==> src/rtl/register_file.sv <==
// DEPTH x WIDTH register storage: one synchronous write port, two combinational read ports, and a valid bit per register.
// Writes take 1 cycle; reads take 0 cycles, with optional same-cycle write bypass. There is no backpressure: each write is either taken or dropped.
module register_file #(
  parameter int               WIDTH    = 8,
  parameter int               DEPTH    = 4,
  parameter bit               BYPASS   = 1'b1,
  parameter bit               ZERO_REG = 1'b0,
  parameter logic [WIDTH-1:0] RST_VAL  = '0,
  localparam int              AW       = $clog2(DEPTH)
) (
  input  logic             CLK,
  input  logic             RST,
  input  logic             CLR,
  input  logic             WE,
  input  logic [AW-1:0]    WADDR,
  input  logic [WIDTH-1:0] WDATA,
  input  logic [AW-1:0]    RADDR_A,
  output logic [WIDTH-1:0] RDATA_A,
  output logic             VALID_A,
  input  logic [AW-1:0]    RADDR_B,
  output logic [WIDTH-1:0] RDATA_B,
  output logic             VALID_B
);

  logic [WIDTH-1:0] regs [DEPTH];
  logic [DEPTH-1:0] vld;
  logic             wr_en;

  function automatic logic in_range(input logic [AW-1:0] addr);
    return int'(addr) < DEPTH;
  endfunction

  function automatic logic is_zero_reg(input logic [AW-1:0] addr);
    return ZERO_REG && (addr == '0);
  endfunction

  // RST gates the write so that the bypass path cannot leak WDATA while reset is asserted.
  assign wr_en = WE && !CLR && !RST && in_range(WADDR) && !is_zero_reg(WADDR);

  always_ff @(posedge CLK or posedge RST) begin
    if (RST) begin
      for (int i = 0; i < DEPTH; i++) regs[i] <= RST_VAL;
      vld <= '0;
    end else if (CLR) begin
      for (int i = 0; i < DEPTH; i++) regs[i] <= RST_VAL;
      vld <= '0;
    end else if (wr_en) begin
      regs[WADDR] <= WDATA;
      vld[WADDR]  <= 1'b1;
    end
  end

  // Result is {valid, data}. The hardwired zero register overrides both the stored value and the bypass.
  function automatic logic [WIDTH:0] read_port(input logic [AW-1:0] raddr);
    logic [WIDTH:0] r;
    r = '0;
    if (is_zero_reg(raddr)) begin
      r = {1'b1, {WIDTH{1'b0}}};
    end else if (in_range(raddr)) begin
      if (BYPASS && wr_en && (raddr == WADDR)) r = {1'b1, WDATA};
      else                                     r = {vld[raddr], regs[raddr]};
    end
    return r;
  endfunction

  always_comb begin
    {VALID_A, RDATA_A} = read_port(RADDR_A);
  end

  always_comb begin
    {VALID_B, RDATA_B} = read_port(RADDR_B);
  end

endmodule

==> config.mk <==
export PLATFORM = sky130hd
export DESIGN_NAME = register_file
export DESIGN_NICKNAME = d
export VERILOG_FILES = /design/src/rtl/register_file.sv
export SDC_FILE = /design/constraint.sdc
export NUM_CORES = 1
export LEC_CHECK = 0
export ABC_AREA = 1
export BUFFER_PORTS_ARGS = -buffer_cell sky130_fd_sc_hd__buf_2
export CAP_MARGIN = 25
export CORE_MARGIN = 5
export CORE_UTILIZATION = 50
export CTS_CLUSTER_SIZE = 10
export DETAILED_ROUTE_END_ITERATION = 10
export PLACE_DENSITY = 0.82
export SLEW_MARGIN = 40
export SYNTH_ARGS = -nofsm -noshare
export SYNTH_HDL_FRONTEND = slang
export SYNTH_SLANG_ARGS = --single-unit
export TNS_END_PERCENT = 1
==> constraint.sdc <==
create_clock -name CLK -period 3.98 [get_ports CLK]
set_input_delay 0.597 -clock CLK [delete_from_list [all_inputs] [get_ports CLK]]
set_output_delay 0.597 -clock CLK [all_outputs]
set_load 0.01 [all_outputs]
==> flow_metrics.env, run 1 <==
export IMPL_cts_clk_slew_worst_paths_ps=70
export IMPL_die_area_um2=6250
export IMPL_dp_slack_ps=1500
export IMPL_vias=2660
export IMPL_worstReg2RegStart="regs[28]"
export IMPL_via_per_inst=5.64
export IMPL_slew_viol_final=0
export IMPL_hold_ws_ps=454
export IMPL_grt_total_usage=0.245
export IMPL_diodes=0
export IMPL_post_route_period_util=0.640
export IMPL_hold_violations=0
export IMPL_insertion_delay_ps=290
export IMPL_cts_setup_buffers=0
export IMPL_cts_sinks=36
export IMPL_swShare=0.303
export IMPL_detail_route_wirelength_um=7190
export IMPL_grt_pass1_wl_um=11700
export IMPL_avgSynthCellArea_um2=6.19
export IMPL_drtPass1Iterations=5
export IMPL_grt_max_degree=38
export IMPL_io_pins=36
export IMPL_antenna_found_initial=0
export IMPL_ys_types=17
export IMPL_min_period_ps=2550
export IMPL_synthCells=385
export IMPL_p_switching_mw=0.252
export IMPL_synth_seq_area_share=0.378
export IMPL_syn_num_nets=403
export IMPL_layout_cells_non_filler=472
export IMPL_rrSetupSlack_ps=3270
export IMPL_p_total_mw=0.832
export IMPL_end_kind="output port"
export IMPL_cts_resized_gates=0
export IMPL_cts_buffers=5
export IMPL_cts_tree="built"
export IMPL_grt_pass1_vias=2385
export IMPL_cts_hold_buf=0
export IMPL_avgRoutedWirePerCell_um=15.2
export IMPL_leakage_nw=1.56
export IMPL_status="completed"
export IMPL_internal_power_mw=0.579
export IMPL_cp_arrival_ps=1950
export IMPL_start_util=0.508
export IMPL_io_buffers=35
export IMPL_worstReg2RegEnd="regs[28]"
export IMPL_synth_area_um2=2380
export IMPL_required_ps=3380
export IMPL_peakVddDrop_mv=0.197
export IMPL_dp_cells=465
export IMPL_pwr_share_comb=0.209
export IMPL_core_um2=4690
export IMPL_drtAntennaViolNets=0
export IMPL_rsz0062_at_grt="no"
export IMPL_maxCapViolations=0
export IMPL_critPathKind="primary input to output port"
export IMPL_fmax_mhz=393
export IMPL_drive_gt1_frac=0.148
export IMPL_slew_headroom=0.695
export IMPL_final_nets=436
export IMPL_powerDensity_nw_per_um2=310
export IMPL_die_h_um=79.1
export IMPL_synth_seq_cells=36
export IMPL_die_w_um=79.1
export IMPL_hp_class="primary input to async pin"
export IMPL_crit_fanout=23
export IMPL_clock_path_buffers=2
export IMPL_drtIter0Drc=249
export IMPL_finClkSkew_ps=0
export IMPL_drc_errors=0
export IMPL_power_share_clock=0.339
export IMPL_area_growth_pct=12.4
export IMPL_gp_congestion=0.946
export IMPL_overflow=0
export IMPL_worstMarginPinSlew_ps=457
export IMPL_startpoint_type="primary input"
export IMPL_rows=25
export IMPL_p_seq_frac=0.453
export IMPL_setup_tns_ps=0
export IMPL_setup_ws_ps=1430
export IMPL_dp_hpwl_um=4980
export IMPL_h_tree_depth=2
export IMPL_root_buffer="clkbuf_8"
export IMPL_yosysWarnings=0
export IMPL_setup_viol=0
export IMPL_r2r_cells=2
export IMPL_fillers=462
==> how the worst max path moves through the flow <==
stage	start	end	slack [ps]
finish	RADDR_B[0]	RDATA_B[7]	1430
global route	RADDR_B[0]	RDATA_B[7]	1330
CTS	RADDR_A[0]	RDATA_A[6]	1500
detailed placement	RADDR_B[0]	RDATA_B[7]	1500
global placement	RADDR_B[0]	RDATA_B[1]	1520
floorplan	RST	RDATA_A[0]	1650
==> metal layers <==
metal | routed length, um | share of wire | vias to the layer above | track usage
met1 | 2860 | 0.40 | 1204 | 0.321
met5 | 0 | 0 | - | 0
met4 | 195 | 0.027 | 0 | 0.131
li1 | - | - | 1261 | -
met2 | 3230 | 0.45 | 174 | 0.367
met3 | 904 | 0.13 | 21 | 0.0658
==> Yosys cell counts <==
master / number / area, um^2
nand2_2: 3 / 18.8
nand3_2: 3 / 30.0
o21ai_0: 27 / 135
o211ai_1: 2 / 15.0
nand4_1: 1 / 6.26
a21oi_1: 4 / 20.0
nor2_1: 16 / 60.1
nand2_1: 169 / 634
buf_1: 2 / 7.51
buf_2: 7 / 35.0
nand3_1: 50 / 250
buf_4: 1 / 7.51
o21ai_1: 7 / 35.0
inv_1: 44 / 165
inv_2: 11 / 41.3
dfrtp_1: 36 / 901
nor2_4: 2 / 22.5
==> layout by cell type (no fill, tap or decap), types with 4 or more instances in the layout <==
| master | count |
|---|---|
| nand2_1 | 169 |
| o21ai_0 | 27 |
| buf_2 | 35 |
| nor2_1 | 16 |
| inv_1 | 44 |
| inv_2 | 11 |
| dfrtp_1 | 36 |
| nand3_1 | 50 |
| clkbuf_8 | 7 |
| o21ai_1 | 7 |
| a21oi_1 | 4 |
==> worst max-delay path: stages <==
cell	delay, ps
buf_2	360
inv_2	250
nand2_1	110
nand2_1	80
nor2_4	200
nand3_1	100
nand2_1	110
buf_2	140
==> kinds of logic (layout without fill, tap and decap cells) <==
logic type      count (synthesis)  in the layout  synth area share
simple gates                  244            244             0.429
buf+inv                        65             98             0.108
compound gates                 40             40            0.0860
flops                          36             36             0.378
==> stage by stage <==
stage	util	instance area, um^2
finish	0.571	2680
global route	0.571	2680
CTS	0.571	2680
detailed placement	0.551	2580
global placement	0.551	2580
floorplan	-	2380
==> registers in the layout (all words and copies together) (netlist names) <==
register and cells:
vld 4, regs 32
==> cell type report <==
class	instances	area, um^2	share of cell area
multi-input cells	284	1230	0.458
repair buffers	36	183	0.0681
inverters	55	206	0.0770
flip-flops and latches	36	901	0.336
well taps	54	67.6	0.0252
clock buffers	7	96.3	0.0359
==> power groups by stage <==
stage          clock [mW]  sequential, mW  combinational, mW
2_1_floorplan           0           0.383              0.112
3_3_place_gp            0           0.383              0.167
3_5_place_dp            0           0.383              0.169
4_1_cts             0.284           0.376              0.170
5_1_grt             0.309           0.377              0.192
6_report            0.282           0.376              0.173
(Power assumes the default switching activity.)
==> run 2: changes to the inputs <==
==> constraint.sdc (replaced) <==
create_clock -name CLK -period 2.4 [get_ports CLK]
set_input_delay 0.36 -clock CLK [delete_from_list [all_inputs] [get_ports CLK]]
set_output_delay 0.36 -clock CLK [all_outputs]
set_load 0.01 [all_outputs]
==> run 2 against run 1 <==
Die area unchanged. Flip-flop and latch count unchanged. Final cell count up 0.64%. Utilization up 0.19 points. Sequential share of layout area down 0.11 points. Clock skew unchanged. Critical endpoint is now RDATA_B[4]. Non-clock buffer count up 2. Via count up 0.38%. Worst setup slack worse by 1000 ps. Highest routed layer unchanged. Hold slack worse by 220 ps. Routed wire length up 0.70%.
==> flow_metrics.env, run 2 (synthesized netlist as in run 1, its figures left out) <==
export IMPL_antenna_found_initial=0
export IMPL_hold_ws_ps=236
export IMPL_io_buffers=35
export IMPL_seqCellArea_um2=901
export IMPL_grt_pass1_vias=2440
export IMPL_cts_hold_buf=0
export IMPL_dp_hpwl_um=5160
export IMPL_cts_setup_buffers=0
export IMPL_max_stage_delay_ps=250
export IMPL_area_growth_pct=12.8
export IMPL_largest_register="regs"
export IMPL_dp_slack_ps=477
export IMPL_overflow=0
export IMPL_start_util=0.508
export IMPL_worstMarginPinSlew_ps=461
export IMPL_r2r_cells=2
export IMPL_setup_ws_ps=420
export IMPL_drtAntennaViolNets=0
export IMPL_drive_gt1_frac=0.150
export IMPL_hold_violations=0
export IMPL_grt_total_usage=0.248
export IMPL_leakage_nw=1.57
export IMPL_fillers=452
export IMPL_hp_class="primary input to async pin"
export IMPL_rows=25
export IMPL_drtPass1Iterations=6
export IMPL_cp_slowest_cell="nand3_2"
export IMPL_drtIter0Drc=323
export IMPL_p_switching_mw=0.405
export IMPL_grt_pass1_wl_um=12000
export IMPL_final_nets=438
export IMPL_fin_util=0.573
export IMPL_h_tree_depth=2
export IMPL_maxCapViolations=0
export IMPL_clock_path_buffers=2
export IMPL_cts_clk_slew_worst_paths_ps=70
export IMPL_status="completed"
export IMPL_die_area_um2=6250
export IMPL_drc_errors=0
export IMPL_diodes=0
export IMPL_slew_headroom=0.693
export IMPL_p_seq_frac=0.464
export IMPL_rrSetupSlack_ps=1700
export IMPL_final_common_cell="nand2_1"
export IMPL_cp_arrival_ps=1620
export IMPL_setup_viol=0
export IMPL_swShare=0.301
export IMPL_gp_congestion=0.975
export IMPL_cts_sinks=36
export IMPL_end_kind="output port"
export IMPL_post_route_period_util=0.825
export IMPL_root_buffer="clkbuf_8"
export IMPL_internal_power_mw=0.941
export IMPL_fmax_mhz=505
export IMPL_powerDensity_nw_per_um2=500
export IMPL_pwr_share_comb=0.215
export IMPL_peakVddDrop_mv=0.316
export IMPL_die_w_um=79.1
export IMPL_finClkSkew_ps=0
export IMPL_vias=2670
export IMPL_setup_tns_ps=0
export IMPL_critical_path_most_common_cell="nand2_1"
export IMPL_largestRegisters="regs (32), vld (4)"
export IMPL_critPathKind="primary input to output port"
export IMPL_mostFrequentLayoutCells="nand2_1 (169), nand3_1 (50), inv_1 (44), dfrtp_1 (36), buf_2 (35)"
export IMPL_path_cells="buf_2 -> inv_2 -> nand2_1 -> nand2_2 -> nand3_2 -> nand2_1 -> nand2_1 -> buf_2"
export IMPL_slew_viol_final=0
export IMPL_die_h_um=79.1
export IMPL_rsz0062_at_grt="no"
export IMPL_detail_route_wirelength_um=7240
export IMPL_avgRoutedWirePerCell_um=15.2
export IMPL_min_period_ps=1980
export IMPL_core_um2=4690
export IMPL_required_ps=2040
export IMPL_worstReg2RegStart="regs[20]"
export IMPL_via_per_inst=5.62
export IMPL_cts_resized_gates=0
export IMPL_insertion_delay_ps=280
export IMPL_startpoint_type="primary input"
export IMPL_cts_tree="built"
export IMPL_io_pins=36
export IMPL_multi_input_area_um2=1230
export IMPL_crit_fanout=12
export IMPL_power_share_clock=0.321
export IMPL_largest_reg_flops=32
export IMPL_cts_buffers=5
export IMPL_grt_max_degree=38
export IMPL_worstReg2RegEnd="regs[20]"
==> run 2: critical path, delay by kind of cell <==
| family | cells | cell delay, ps |
|---|---|---|
| AND/OR/NAND/NOR | 5 | 730 |
| buffers and inverters | 3 | 530 |
==> run 2: power by group through the flow <==
stage | registers [mW] | logic, mW | clock network, mW
final | 0.624 | 0.289 | 0.432
after global routing | 0.625 | 0.323 | 0.480
after detailed placement | 0.636 | 0.284 | 0
after CTS | 0.624 | 0.285 | 0.447
after global placement | 0.635 | 0.279 | 0
after floorplan | 0.634 | 0.186 | 0
==> run 2: metrics by stage <==
stage | instances | power, mW | instance area, um^2
2_1_floorplan | 385 | 0.820 | 2380
3_5_place_dp | 467 | 0.919 | 2600
6_report | 475 | 1.35 | 2690
4_1_cts | 475 | 1.36 | 2690
5_1_grt | 475 | 1.43 | 2690
3_3_place_gp | 467 | 0.914 | 2600
==> run 2: routing by layer <==
metal	part of all wire	wire, um	global-route usage	vias up
met5	0	0	0	-
met2	0.45	3230	0.365	149
met4	0.033	240	0.117	0
li1	-	-	-	1264
met3	0.088	638	0.0522	22
met1	0.43	3130	0.347	1235
==> run 2: cell type report <==
type / count / area share
sequential: 36 / 0.335
tap: 54 / 0.0251
inverter: 55 / 0.0767
clock buffer: 8 / 0.0335
timing repair buffer: 38 / 0.0735
multi-input combinational: 284 / 0.456
==> run 2: worst max-delay path by stage <==
stage	from	end
floorplan	RST	RDATA_A[0]
global placement	RADDR_B[1]	RDATA_B[0]
detailed placement	RADDR_B[1]	RDATA_B[4]
CTS	RADDR_B[1]	RDATA_B[4]
global route	RADDR_B[1]	RDATA_B[3]
finish	RADDR_B[1]	RDATA_B[4]
==> run 3: changes to the inputs <==
--- a/config.mk
+++ b/config.mk
@@ -5,14 +5,14 @@
 export SDC_FILE = /design/constraint.sdc
 export NUM_CORES = 1
 export LEC_CHECK = 0
-export ABC_AREA = 1
+export ABC_AREA = 0
 export BUFFER_PORTS_ARGS = -buffer_cell sky130_fd_sc_hd__buf_2
 export CAP_MARGIN = 25
 export CORE_MARGIN = 5
 export CORE_UTILIZATION = 50
 export CTS_CLUSTER_SIZE = 10
 export DETAILED_ROUTE_END_ITERATION = 10
-export PLACE_DENSITY = 0.82
+export PLACE_DENSITY = 0.83
 export SLEW_MARGIN = 40
 export SYNTH_ARGS = -nofsm -noshare
 export SYNTH_HDL_FRONTEND = slang
==> constraint.sdc (replaced) <==
create_clock -name CLK -period 2.04 [get_ports CLK]
set_input_delay 0.306 -clock CLK [delete_from_list [all_inputs] [get_ports CLK]]
set_output_delay 0.306 -clock CLK [all_outputs]
set_load 0.01 [all_outputs]
==> run 3 against run 2 <==
Design area decreased by 4.5%. Critical endpoint is now RDATA_B[5]. Global-route usage shrank 5.8 points. Hold slack worse by 98 ps. Utilization grew 1.3 points. Highest routed layer unchanged. Flip-flop and latch count stayed put. Combinational power fell by 26%. Worst setup slack worse by 320 ps. Clock power increased by 27%.
==> flow_metrics.env, run 3 <==
export IMPL_area_growth_pct=13.6
export IMPL_die_w_um=77.2
export IMPL_die_area_um2=5970
export IMPL_cts_buffers=5
export IMPL_via_per_inst=6.09
export IMPL_hp_class="primary input to async pin"
export IMPL_final_area_um2=2570
export IMPL_largestRegisters="regs (32), vld (4)"
export IMPL_drtAntennaViolNets=0
export IMPL_largest_reg_flops=32
export IMPL_cp_arrival_ps=1630
export IMPL_drtPass1Iterations=4
export IMPL_dp_slack_ps=115
export IMPL_synth_top_area_cell="dfrtp_1"
export IMPL_overflow=0
export IMPL_powerDensity_nw_per_um2=585
export IMPL_diodes=0
export IMPL_dp_hpwl_um=3710
export IMPL_cts_setup_buffers=0
export IMPL_p_switching_mw=0.380
export IMPL_final_common_cell="dfrtp_1"
export IMPL_root_buffer="clkbuf_8"
export IMPL_h_tree_depth=2
export IMPL_drive_gt1_frac=0.317
export IMPL_maxCapViolations=0
export IMPL_final_nets=242
export IMPL_start_util=0.516
export IMPL_mostFrequentLayoutCells="dfrtp_1 (36), buf_2 (35), nand2_1 (34), nor2_1 (24)"
export IMPL_leakage_nw=1.24
export IMPL_slew_viol_final=0
export IMPL_r2r_cells=2
export IMPL_slew_headroom=0.586
export IMPL_clock_path_buffers=2
export IMPL_die_h_um=77.2
export IMPL_drc_errors=0
export IMPL_cts_tree="built"
export IMPL_critPathKind="flop to output port"
export IMPL_ys_async_sr_fraction=1.00
export IMPL_detail_route_wirelength_um=5340
export IMPL_rsz0062_at_grt="no"
export IMPL_min_period_ps=1940
export IMPL_grt_max_degree=37
export IMPL_worstMarginPinSlew_ps=618
export IMPL_crit_buf_inv=1
export IMPL_grt_pass1_vias=1673
export IMPL_max_stage_delay_ps=500
export IMPL_cp_slowest_cell="mux4_1"
export IMPL_core_um2=4380
export IMPL_post_route_period_util=0.949
export IMPL_synth_edf_count=0
export IMPL_cts_sinks=36
export IMPL_fillers=357
export IMPL_largest_register="regs"
export IMPL_rrSetupSlack_ps=1310
export IMPL_setup_ws_ps=104
export IMPL_antenna_found_initial=0
export IMPL_path_cells="mux4_1 -> mux2_2 -> buf_2"
export IMPL_seqCellArea_um2=901
export IMPL_cts_resized_gates=0
export IMPL_yosysTopAreaCellShare=0.398
export IMPL_synth_top_cells_by_count="dfrtp_1 (36), nand2_1 (34), nor2_1 (24)"
export IMPL_crit_fanout=3
export IMPL_ys_types=22
export IMPL_swShare=0.253
export IMPL_startpoint_type="flop"
export IMPL_syn_num_nets=208
export IMPL_synth_seq_cells=36
export IMPL_avgRoutedWirePerCell_um=19.4
export IMPL_synth_area_leaders="dfrtp_1 (40%), mux4_1 (19%), mux2_2 (7.5%)"
export IMPL_avgSynthCellArea_um2=11.9
export IMPL_synth_seq_area_share=0.398
export IMPL_end_kind="output port"
export IMPL_layout_cells_non_filler=276
export IMPL_worstReg2RegStart="regs[11]"
export IMPL_finClkSkew_ps=0
export IMPL_synth_ff_type="dfrtp_1"
export IMPL_io_pins=36
export IMPL_grt_pass1_wl_um=8800
export IMPL_internal_power_mw=1.12
export IMPL_setup_tns_ps=0
export IMPL_required_ps=1730
export IMPL_hold_ws_ps=138
export IMPL_p_seq_frac=0.493
export IMPL_rows=24
export IMPL_gp_congestion=0.787
export IMPL_yosysWarnings=0
export IMPL_vias=1682
export IMPL_synth_most_common_cell="dfrtp_1"
export IMPL_io_buffers=35
export IMPL_setup_viol=0
export IMPL_worstReg2RegEnd="regs[11]"
export IMPL_dpl_cell_area_um2=2470
export IMPL_critPathTopFamily="multiplexers"
export IMPL_dp_cells=269
export IMPL_peakVddDrop_mv=0.482
export IMPL_grt_total_usage=0.190
export IMPL_drtIter0Drc=185
export IMPL_insertion_delay_ps=300
export IMPL_hold_violations=0
export IMPL_cts_clk_slew_worst_paths_ps=70
export IMPL_power_share_clock=0.365
export IMPL_synthCells=190
export IMPL_pwr_share_comb=0.142
export IMPL_status="completed"
export IMPL_multi_input_area_um2=1260
export IMPL_fmax_mhz=516
export IMPL_synth_area_um2=2260
export IMPL_cts_hold_buf=0
==> run 3: layer usage <==
metal	share of wire	global-route usage
met1	0.40	0.226
met2	0.52	0.327
met3	0.061	0.0562
met4	0.014	0.0653
met5	0	0
==> run 3: power groups by stage <==
stage / combinational, mW / clock (mW) / sequential [mW]
after CTS: 0.216 / 0.563 / 0.740
final: 0.213 / 0.549 / 0.741
after global placement: 0.211 / 0 / 0.752
after global routing: 0.233 / 0.602 / 0.742
after floorplan: 0.144 / 0 / 0.749
after detailed placement: 0.215 / 0 / 0.754
==> run 3: how the worst max path moves through the flow <==
stage | end | startpoint | slack, ps | depth (start not counted)
final | RDATA_B[5] | regs[21] | 100 | 3
after detailed placement | RDATA_A[7] | RADDR_A[0] | 120 | 4
after CTS | RDATA_B[2] | regs[18] | 100 | 3
after global routing | RDATA_A[2] | regs[18] | 40 | 3
after floorplan | RDATA_A[0] | RADDR_A[0] | 480 | 3
after global placement | RDATA_B[7] | RADDR_B[0] | 150 | 4
==> run 3: kinds of logic after synthesis <==
logic type / count (synthesis) / synth area share
multiplexers: 50 / 0.356
flip-flops: 36 / 0.398
AO/OA/AOI/OAI: 16 / 0.0354
XOR/XNOR: 4 / 0.0155
buffers and inverters: 17 / 0.0487
AND/OR/NAND/NOR: 67 / 0.146
==> run 3: cell type report <==
cell class,count,area share
sequential,36,0.351
timing repair buffer,41,0.0906
clock buffer,7,0.0375
multi-input combinational,137,0.491
tap,52,0.0253
inverter,3,0.00438
==> run 3: stage by stage <==
step	total power, mW	util
2_1_floorplan	0.893	-
3_3_place_gp	0.963	0.564
3_5_place_dp	0.969	0.564
4_1_cts	1.52	0.586
5_1_grt	1.58	0.586
6_report	1.50	0.586
